### src/rtl/mem_ctrl_if.sv
// mem_ctrl_if: MEM-stage load/store request bus between the pipeline
// (master) and the memory controller (slave).
//   read_i       load type: 0 none, 1 LB, 2 LH, 3 LW, 4 LBU, 5 LHU
//   write_i      store type: 0 none, 1 SB, 2 SH, 3 SW
//   addr_i       byte address of the request
//   wdata_i      store data, low 1/2/4 bytes used
//   read_busy_o  load in progress
//   write_busy_o store in progress
//   finish_o     one-cycle completion pulse
//   read_data_o  extended load result, valid with finish_o after a load
interface mem_ctrl_if;
  logic [2:0]  read_i;
  logic [1:0]  write_i;
  logic [31:0] addr_i;
  logic [31:0] wdata_i;
  logic        read_busy_o;
  logic        write_busy_o;
  logic        finish_o;
  logic [31:0] read_data_o;

  modport master (
    output read_i, write_i, addr_i, wdata_i,
    input  read_busy_o, write_busy_o, finish_o, read_data_o
  );

  modport slave (
    input  read_i, write_i, addr_i, wdata_i,
    output read_busy_o, write_busy_o, finish_o, read_data_o
  );
endinterface

### src/rtl/mem_ctrl.sv
// mem_ctrl: responder for MEM-stage loads/stores over a byte-wide
// synchronous RAM, one byte per cycle, little-endian.
// Ports:
//   clk, rst     clock (rising edge), synchronous active-high reset
//   bus          mem_ctrl_if.slave request/response bus
//   ram_a_o      RAM byte address (low RAM_AW bits of the byte address)
//   ram_dout_o   RAM write byte
//   ram_wr_o     RAM write enable
//   ram_din_i    RAM read byte, valid one cycle after ram_a_o
module mem_ctrl #(
  parameter int RAM_AW = 17
) (
  input  logic              clk,
  input  logic              rst,
  mem_ctrl_if.slave         bus,
  output logic [RAM_AW-1:0] ram_a_o,
  output logic [7:0]        ram_dout_o,
  output logic              ram_wr_o,
  input  logic [7:0]        ram_din_i
);

  typedef enum logic [2:0] {
    S_IDLE    = 3'd0,
    S_RD      = 3'd1,
    S_RD_LAST = 3'd2,
    S_WR      = 3'd3,
    S_DONE    = 3'd4
  } state_e;

  // Sign/zero extension of the assembled load word by load type.
  function automatic logic [31:0] extend_load(input logic [2:0] kind, input logic [31:0] w);
    logic [31:0] r;
    case (kind)
      3'd1:    r = {{24{w[7]}}, w[7:0]};
      3'd2:    r = {{16{w[15]}}, w[15:0]};
      3'd4:    r = {24'd0, w[7:0]};
      3'd5:    r = {16'd0, w[15:0]};
      default: r = w;
    endcase
    return r;
  endfunction

  state_e            state_q, state_d;
  logic [2:0]        kind_q, kind_d;
  logic [RAM_AW-1:0] addr_q, addr_d;
  logic [31:0]       wdata_q, wdata_d;
  logic [2:0]        n_q, n_d;       // bytes in this transfer
  logic [2:0]        idx_q, idx_d;   // next byte offset to address
  logic [1:0]        cap_q, cap_d;   // next byte slot to capture
  logic [31:0]       data_q, data_d;
  logic [31:0]       read_data_q, read_data_d;
  logic              read_busy_q, read_busy_d;
  logic              write_busy_q, write_busy_d;
  logic              finish_q, finish_d;
  logic [RAM_AW-1:0] ram_a_q, ram_a_d;
  logic [7:0]        ram_dout_q, ram_dout_d;
  logic              ram_wr_q, ram_wr_d;

  logic              wr_req_s;
  logic              rd_req_s;
  logic [31:0]       word_s;
  logic [RAM_AW-1:0] next_a_s;

  assign wr_req_s = (bus.write_i != 2'd0);
  assign rd_req_s = (bus.read_i >= 3'd1) && (bus.read_i <= 3'd5);
  // Truncating before the add gives the same low bits as a 32-bit add.
  assign next_a_s = addr_q + RAM_AW'(idx_q);

  // State and datapath registers with synchronous reset.
  always_ff @(posedge clk) begin
    if (rst) begin
      state_q      <= S_IDLE;
      kind_q       <= 3'd0;
      addr_q       <= '0;
      wdata_q      <= 32'd0;
      n_q          <= 3'd0;
      idx_q        <= 3'd0;
      cap_q        <= 2'd0;
      data_q       <= 32'd0;
      read_data_q  <= 32'd0;
      read_busy_q  <= 1'b0;
      write_busy_q <= 1'b0;
      finish_q     <= 1'b0;
      ram_a_q      <= '0;
      ram_dout_q   <= 8'd0;
      ram_wr_q     <= 1'b0;
    end else begin
      state_q      <= state_d;
      kind_q       <= kind_d;
      addr_q       <= addr_d;
      wdata_q      <= wdata_d;
      n_q          <= n_d;
      idx_q        <= idx_d;
      cap_q        <= cap_d;
      data_q       <= data_d;
      read_data_q  <= read_data_d;
      read_busy_q  <= read_busy_d;
      write_busy_q <= write_busy_d;
      finish_q     <= finish_d;
      ram_a_q      <= ram_a_d;
      ram_dout_q   <= ram_dout_d;
      ram_wr_q     <= ram_wr_d;
    end
  end

  // Next-state and output logic for the transfer sequencer.
  always_comb begin
    state_d      = state_q;
    kind_d       = kind_q;
    addr_d       = addr_q;
    wdata_d      = wdata_q;
    n_d          = n_q;
    idx_d        = idx_q;
    cap_d        = cap_q;
    data_d       = data_q;
    read_data_d  = read_data_q;
    read_busy_d  = read_busy_q;
    write_busy_d = write_busy_q;
    finish_d     = 1'b0;
    ram_a_d      = ram_a_q;
    ram_dout_d   = ram_dout_q;
    ram_wr_d     = ram_wr_q;
    // Captured bytes merged with the byte arriving this cycle.
    word_s = data_q;
    word_s[{cap_q, 3'b000} +: 8] = ram_din_i;

    case (state_q)
      S_IDLE, S_DONE: begin
        if (wr_req_s || rd_req_s) begin
          addr_d  = bus.addr_i[RAM_AW-1:0];
          wdata_d = bus.wdata_i;
          ram_a_d = bus.addr_i[RAM_AW-1:0];
          idx_d   = 3'd1;
          cap_d   = 2'd0;
          data_d  = 32'd0;
        end else begin
          state_d = S_IDLE;
        end
        // A store wins over a simultaneous load.
        if (wr_req_s) begin
          state_d      = S_WR;
          kind_d       = 3'd0;
          write_busy_d = 1'b1;
          ram_wr_d     = 1'b1;
          ram_dout_d   = bus.wdata_i[7:0];
          case (bus.write_i)
            2'd1:    n_d = 3'd1;
            2'd2:    n_d = 3'd2;
            default: n_d = 3'd4;
          endcase
        end else if (rd_req_s) begin
          state_d     = S_RD;
          kind_d      = bus.read_i;
          read_busy_d = 1'b1;
          case (bus.read_i)
            3'd1, 3'd4: n_d = 3'd1;
            3'd2, 3'd5: n_d = 3'd2;
            default:    n_d = 3'd4;
          endcase
        end else begin
          kind_d = kind_q;
        end
      end
      S_RD: begin
        // The first RD cycle has no data back yet.
        if (idx_q != 3'd1) begin
          data_d = word_s;
          cap_d  = cap_q + 2'd1;
        end else begin
          cap_d = cap_q;
        end
        if (idx_q == n_q) begin
          state_d = S_RD_LAST;
        end else begin
          ram_a_d = next_a_s;
          idx_d   = idx_q + 3'd1;
        end
      end
      S_RD_LAST: begin
        read_data_d = extend_load(kind_q, word_s);
        read_busy_d = 1'b0;
        finish_d    = 1'b1;
        state_d     = S_DONE;
      end
      S_WR: begin
        if (idx_q == n_q) begin
          ram_wr_d     = 1'b0;
          write_busy_d = 1'b0;
          finish_d     = 1'b1;
          state_d      = S_DONE;
        end else begin
          ram_a_d    = next_a_s;
          ram_dout_d = wdata_q[{idx_q[1:0], 3'b000} +: 8];
          idx_d      = idx_q + 3'd1;
        end
      end
      default: begin
        state_d = S_IDLE;
      end
    endcase
  end

  assign bus.read_busy_o  = read_busy_q;
  assign bus.write_busy_o = write_busy_q;
  assign bus.finish_o     = finish_q;
  assign bus.read_data_o  = read_data_q;
  assign ram_a_o          = ram_a_q;
  assign ram_dout_o       = ram_dout_q;
  assign ram_wr_o         = ram_wr_q;

endmodule

### src/flat_wrapper.sv
// flat-port wrapper written by rule: the top's interface ports become plain ports
module mem_ctrl_flat 
#(
  parameter int RAM_AW = 17
)
  (clk, rst, ram_a_o, ram_dout_o, ram_wr_o, ram_din_i, bus_read_i, bus_write_i, bus_addr_i, bus_wdata_i, bus_read_busy_o, bus_write_busy_o, bus_finish_o, bus_read_data_o);
  mem_ctrl_if bus_i ();
  input  logic clk;
  input  logic rst;
  output logic [RAM_AW-1:0] ram_a_o;
  output logic [7:0] ram_dout_o;
  output logic ram_wr_o;
  input  logic [7:0] ram_din_i;
  input wire logic [$bits(bus_i.read_i)-1:0] bus_read_i;
  input wire logic [$bits(bus_i.write_i)-1:0] bus_write_i;
  input wire logic [$bits(bus_i.addr_i)-1:0] bus_addr_i;
  input wire logic [$bits(bus_i.wdata_i)-1:0] bus_wdata_i;
  output wire logic [$bits(bus_i.read_busy_o)-1:0] bus_read_busy_o;
  output wire logic [$bits(bus_i.write_busy_o)-1:0] bus_write_busy_o;
  output wire logic [$bits(bus_i.finish_o)-1:0] bus_finish_o;
  output wire logic [$bits(bus_i.read_data_o)-1:0] bus_read_data_o;
  assign bus_i.read_i = bus_read_i;
  assign bus_i.write_i = bus_write_i;
  assign bus_i.addr_i = bus_addr_i;
  assign bus_i.wdata_i = bus_wdata_i;
  assign bus_read_busy_o = bus_i.read_busy_o;
  assign bus_write_busy_o = bus_i.write_busy_o;
  assign bus_finish_o = bus_i.finish_o;
  assign bus_read_data_o = bus_i.read_data_o;
  mem_ctrl #(.RAM_AW(RAM_AW)) u_core (.clk(clk), .rst(rst), .bus(bus_i), .ram_a_o(ram_a_o), .ram_dout_o(ram_dout_o), .ram_wr_o(ram_wr_o), .ram_din_i(ram_din_i));
endmodule
### config.mk
export PLATFORM = sky130hd
export DESIGN_NAME = mem_ctrl_flat
export DESIGN_NICKNAME = d
export VERILOG_FILES = /design/src/rtl/mem_ctrl_if.sv /design/src/rtl/mem_ctrl.sv /design/src/flat_wrapper.sv
export SDC_FILE = /design/constraint.sdc
export NUM_CORES = 1
export LEC_CHECK = 0
export CORE_ASPECT_RATIO = 2
export CORE_UTILIZATION = 50
export CTS_BUF_LIST = sky130_fd_sc_hd__clkbuf_16
export DETAILED_ROUTE_END_ITERATION = 8
export PLACE_DENSITY = 0.78
export SLEW_MARGIN = 40
export SYNTH_ARGS = -nofsm -noshare
export SYNTH_HDL_FRONTEND = slang
export SYNTH_SLANG_ARGS = --single-unit
### constraint.sdc
create_clock -name clk -period 2.9 [get_ports clk]
set_input_delay 0.87 -clock clk [delete_from_list [all_inputs] [get_ports clk]]
set_output_delay 0.87 -clock clk [all_outputs]
set_load 0.03 [all_outputs]
==> flow_summary_export.csv <==
group,metric,value,unit
status,status,"completed",
final_layout,diodes,0,
critical_path,crit_path_start_kind,"input port",
sta,setup_viol,0,
global_route,grt_max_degree,57,
job,maxCapViolCount,0,
drt,drtIter0Drc,259,
sta,fmax,376,MHz
final_layout,fin_area,9200,um^2
global_route,grt_antenna_before_repair,0,
drt,drt_wl_total,18100,um
critical_path,end_kind,"register",
final_layout,drive_above_1_share,0.102,
place,port_buffers,124,
critical_path,required,3200,ps
die,core_area,13900,um^2
synth,synthArstFlopShare,0,
drt,drc,0,
synth,synth-edff-count,0,
critical_path,crit_chain,"clkdlybuf4s50_1 > inv_1 > ha_1 > or4b_4 > buf_4 > nand3_2 > nand2_2 > o211ai_1 > a21oi_1",
drt,drtAntennaViolNets,0,
die,die-area,14700,um^2
sta,slew_viol_final,0,
clock_tree,cts_resized,0,
power_and_ir_drop,p_total,7.97,mW
synth,synthesis.nets,953,
place,place_ws,-179,ps
power_and_ir_drop,p_leak,3.31,nW
final_layout,fin_cells,1181,
global_route,grt_pass1_wl,30000,um
final_layout,final_common_cell,"nand2_1",
synth,syn_area,7100,um^2
place,placed_cell_area,8660,um^2
sta,post-route-period-util,0.917,
synth,synth_ff_type,"dfxtp_1",
critical_path,slowest_stage,"or4b_4",
drt,avgRoutedWirePerCell,15.4,um
clock_tree,htree_levels,4,
final_layout,mostFrequentLayoutCells,"nand2_1 (183), dfxtp_1 (155), clkdlybuf4s50_1 (123)",
critical_path,path_class,"input port to register",
final_layout,final_nets,1073,
drt,via_count,6498,
die,die_height,171,um
place,dpl.hpwl,12800,um
global_route,grt_usage,0.258,
sta,skew,9.01,ps
drt,viasPerCell,5.50,
sta,rsz0062_at_grt,"false",
critical_path,critPathMaxStageDelay,490,ps
die,io_pins,140,
place,placed_cells,1150,
clock_tree,cts_tree,"built",
clock_tree,cts_root_buf,"clkbuf_16",
synth,avgSynthCellArea,8.26,um^2
sta,tightest_slew,755,ps
sta,finalHoldViolations,0,
clock_tree,cts_sinks,155,
final_layout,n_fill_cell,1181,
sta,setup_ws,241,ps
sta,relSlewSlack,0.496,
global_route,grt_pass1_vias,6339,
power_and_ir_drop,vdd_drop_max,528,uV
synth,yosysSeqAreaShare,0.437,
critical_path,critical_path.max_fanout,9,
final_layout,syn_to_final_growth,29.5,%
synth,synth-seq-cells,155,
clock_tree,cts_hold_buf,0,
die,rows,61,
critical_path,arrival,2960,ps
synth,ys_types,56,
worst_hold_path,min_path_type,"register to register",
power_and_ir_drop,power_density,867,nW/um^2
synth,ys.warnings.count,0,
place,gp_congestion,0.838,
clock_tree,path_clk_slew,60,ps
clock_tree,cts_setup_buffers,0,
clock_tree,clock_latency,420,ps
clock_tree,clockBufferDepth,2,
drt,drtPass1Iterations,5,
sta,period_needed,2660,ps
die,die_w,86.3,um
die,start_util,0.511,
clock_tree,cts_made_buffers,17,
global_route,gr-total-overflow,0,
synth,synth_cells,860,
[state kept, by name, indices dropped and copies added (netlist names), 2 cells and up]
signal	count
u_core.wdata_q	32
u_core.data_q	32
u_core.state_q	3
u_core.bus.read_data_o	32
u_core.ram_a_o	17
u_core.addr_q	17
u_core.kind_q	3
u_core.n_q	3
u_core.cap_q	2
u_core.ram_dout_o	8
u_core.idx_q	3
[through the flow]
step	hold WS, ps	util	TNS (ps)
final	447	0.662	0
after global routing	472	0.662	0
after floorplan	427	-	0
after global placement	433	0.623	-6170
after CTS	447	0.662	0
after detailed placement	439	0.623	-9120
[per-layer routing]
layer  global-route usage  part of all wire
met1                0.275              0.38
met2                0.485              0.55
met3               0.0367             0.032
met4                0.128             0.033
met5                    0                 0
[critical path: cells and delay by family]
family,cells,cell delay (ps)
AOI/OAI and AO/OA,2,240
buffers and inverters,3,690
adders and majority gates,1,250
and+or+nand+nor,3,890
[synth_stat cells (3+ instances only)]
| library cell | instances | area, um^2 |
|---|---|---|
| a211o_1 | 8 | 70.1 |
| a211oi_1 | 31 | 233 |
| a21o_1 | 3 | 22.5 |
| a21oi_1 | 113 | 566 |
| a22o_1 | 24 | 210 |
| a311oi_1 | 12 | 105 |
| a31oi_1 | 11 | 68.8 |
| buf_2 | 19 | 95.1 |
| buf_4 | 9 | 67.6 |
| clkbuf_1 | 32 | 120 |
| dfxtp_1 | 155 | 3100 |
| ha_1 | 13 | 163 |
| inv_1 | 10 | 37.5 |
| mux4_2 | 8 | 180 |
| nand2_1 | 183 | 687 |
| nand2b_1 | 5 | 31.3 |
| nand3_1 | 40 | 200 |
| nand4_1 | 4 | 25.0 |
| nor2_1 | 70 | 263 |
| nor2b_1 | 13 | 81.3 |
| nor3_1 | 15 | 75.1 |
| nor3b_1 | 3 | 22.5 |
| nor4_1 | 6 | 37.5 |
| o21ai_0 | 3 | 15.0 |
| o31ai_1 | 3 | 22.5 |
| or3_1 | 9 | 56.3 |
| xnor2_1 | 16 | 140 |
| xor2_1 | 7 | 61.3 |
[final cells by class]
class                           count  area [um^2]  area share
Clock buffer                       17          425      0.0463
Inverter                           11         41.3     0.00449
Sequential cell                   155         3100       0.337
Tap cell                          189          236      0.0257
Timing Repair Buffer              165         1620       0.176
Clock inverter                     14          114      0.0124
Multi-Input combinational cell    630         3650       0.397
[worst paths after layout]
path,start,end,slack (ps),cells after the start
max,bus_write_i[0],u_core.ram_a_o[2]$_SDFFE_PP0P_,240,9
min,u_core.data_q[5]$_SDFFE_PP0P_,u_core.data_q[5]$_SDFFE_PP0P_,450,2
max reg2reg,u_core.cap_q[0]$_SDFFE_PP0P_,u_core.bus.read_data_o[10]$_SDFFE_PP0N_,590,8
min reg2reg,u_core.data_q[5]$_SDFFE_PP0P_,u_core.data_q[5]$_SDFFE_PP0P_,450,2
[cells by family (layout without fill, tap and decap cells)]
group / count (synthesis) / in the layout / synth area share
AO/OA/AOI/OAI: 220 / 220 / 0.204
multiplexers: 9 / 9 / 0.0268
AND/OR/NAND/NOR: 364 / 364 / 0.229
buffers and inverters: 75 / 207 / 0.0499
adder cells (fa/ha/maj): 14 / 14 / 0.0257
XOR/XNOR: 23 / 23 / 0.0284
flip-flops: 155 / 155 / 0.437
[power by group]
part / total, mW / internal [mW] / switching [mW] / leakage [nW]
clock network: 2.04 / 1.11 / 0.926 / 0.265
logic: 3.10 / 1.27 / 1.84 / 1.77
registers: 2.83 / 2.54 / 0.290 / 1.27
total: 7.97 / 4.91 / 3.05 / 3.31
(Power assumes the default switching activity.)
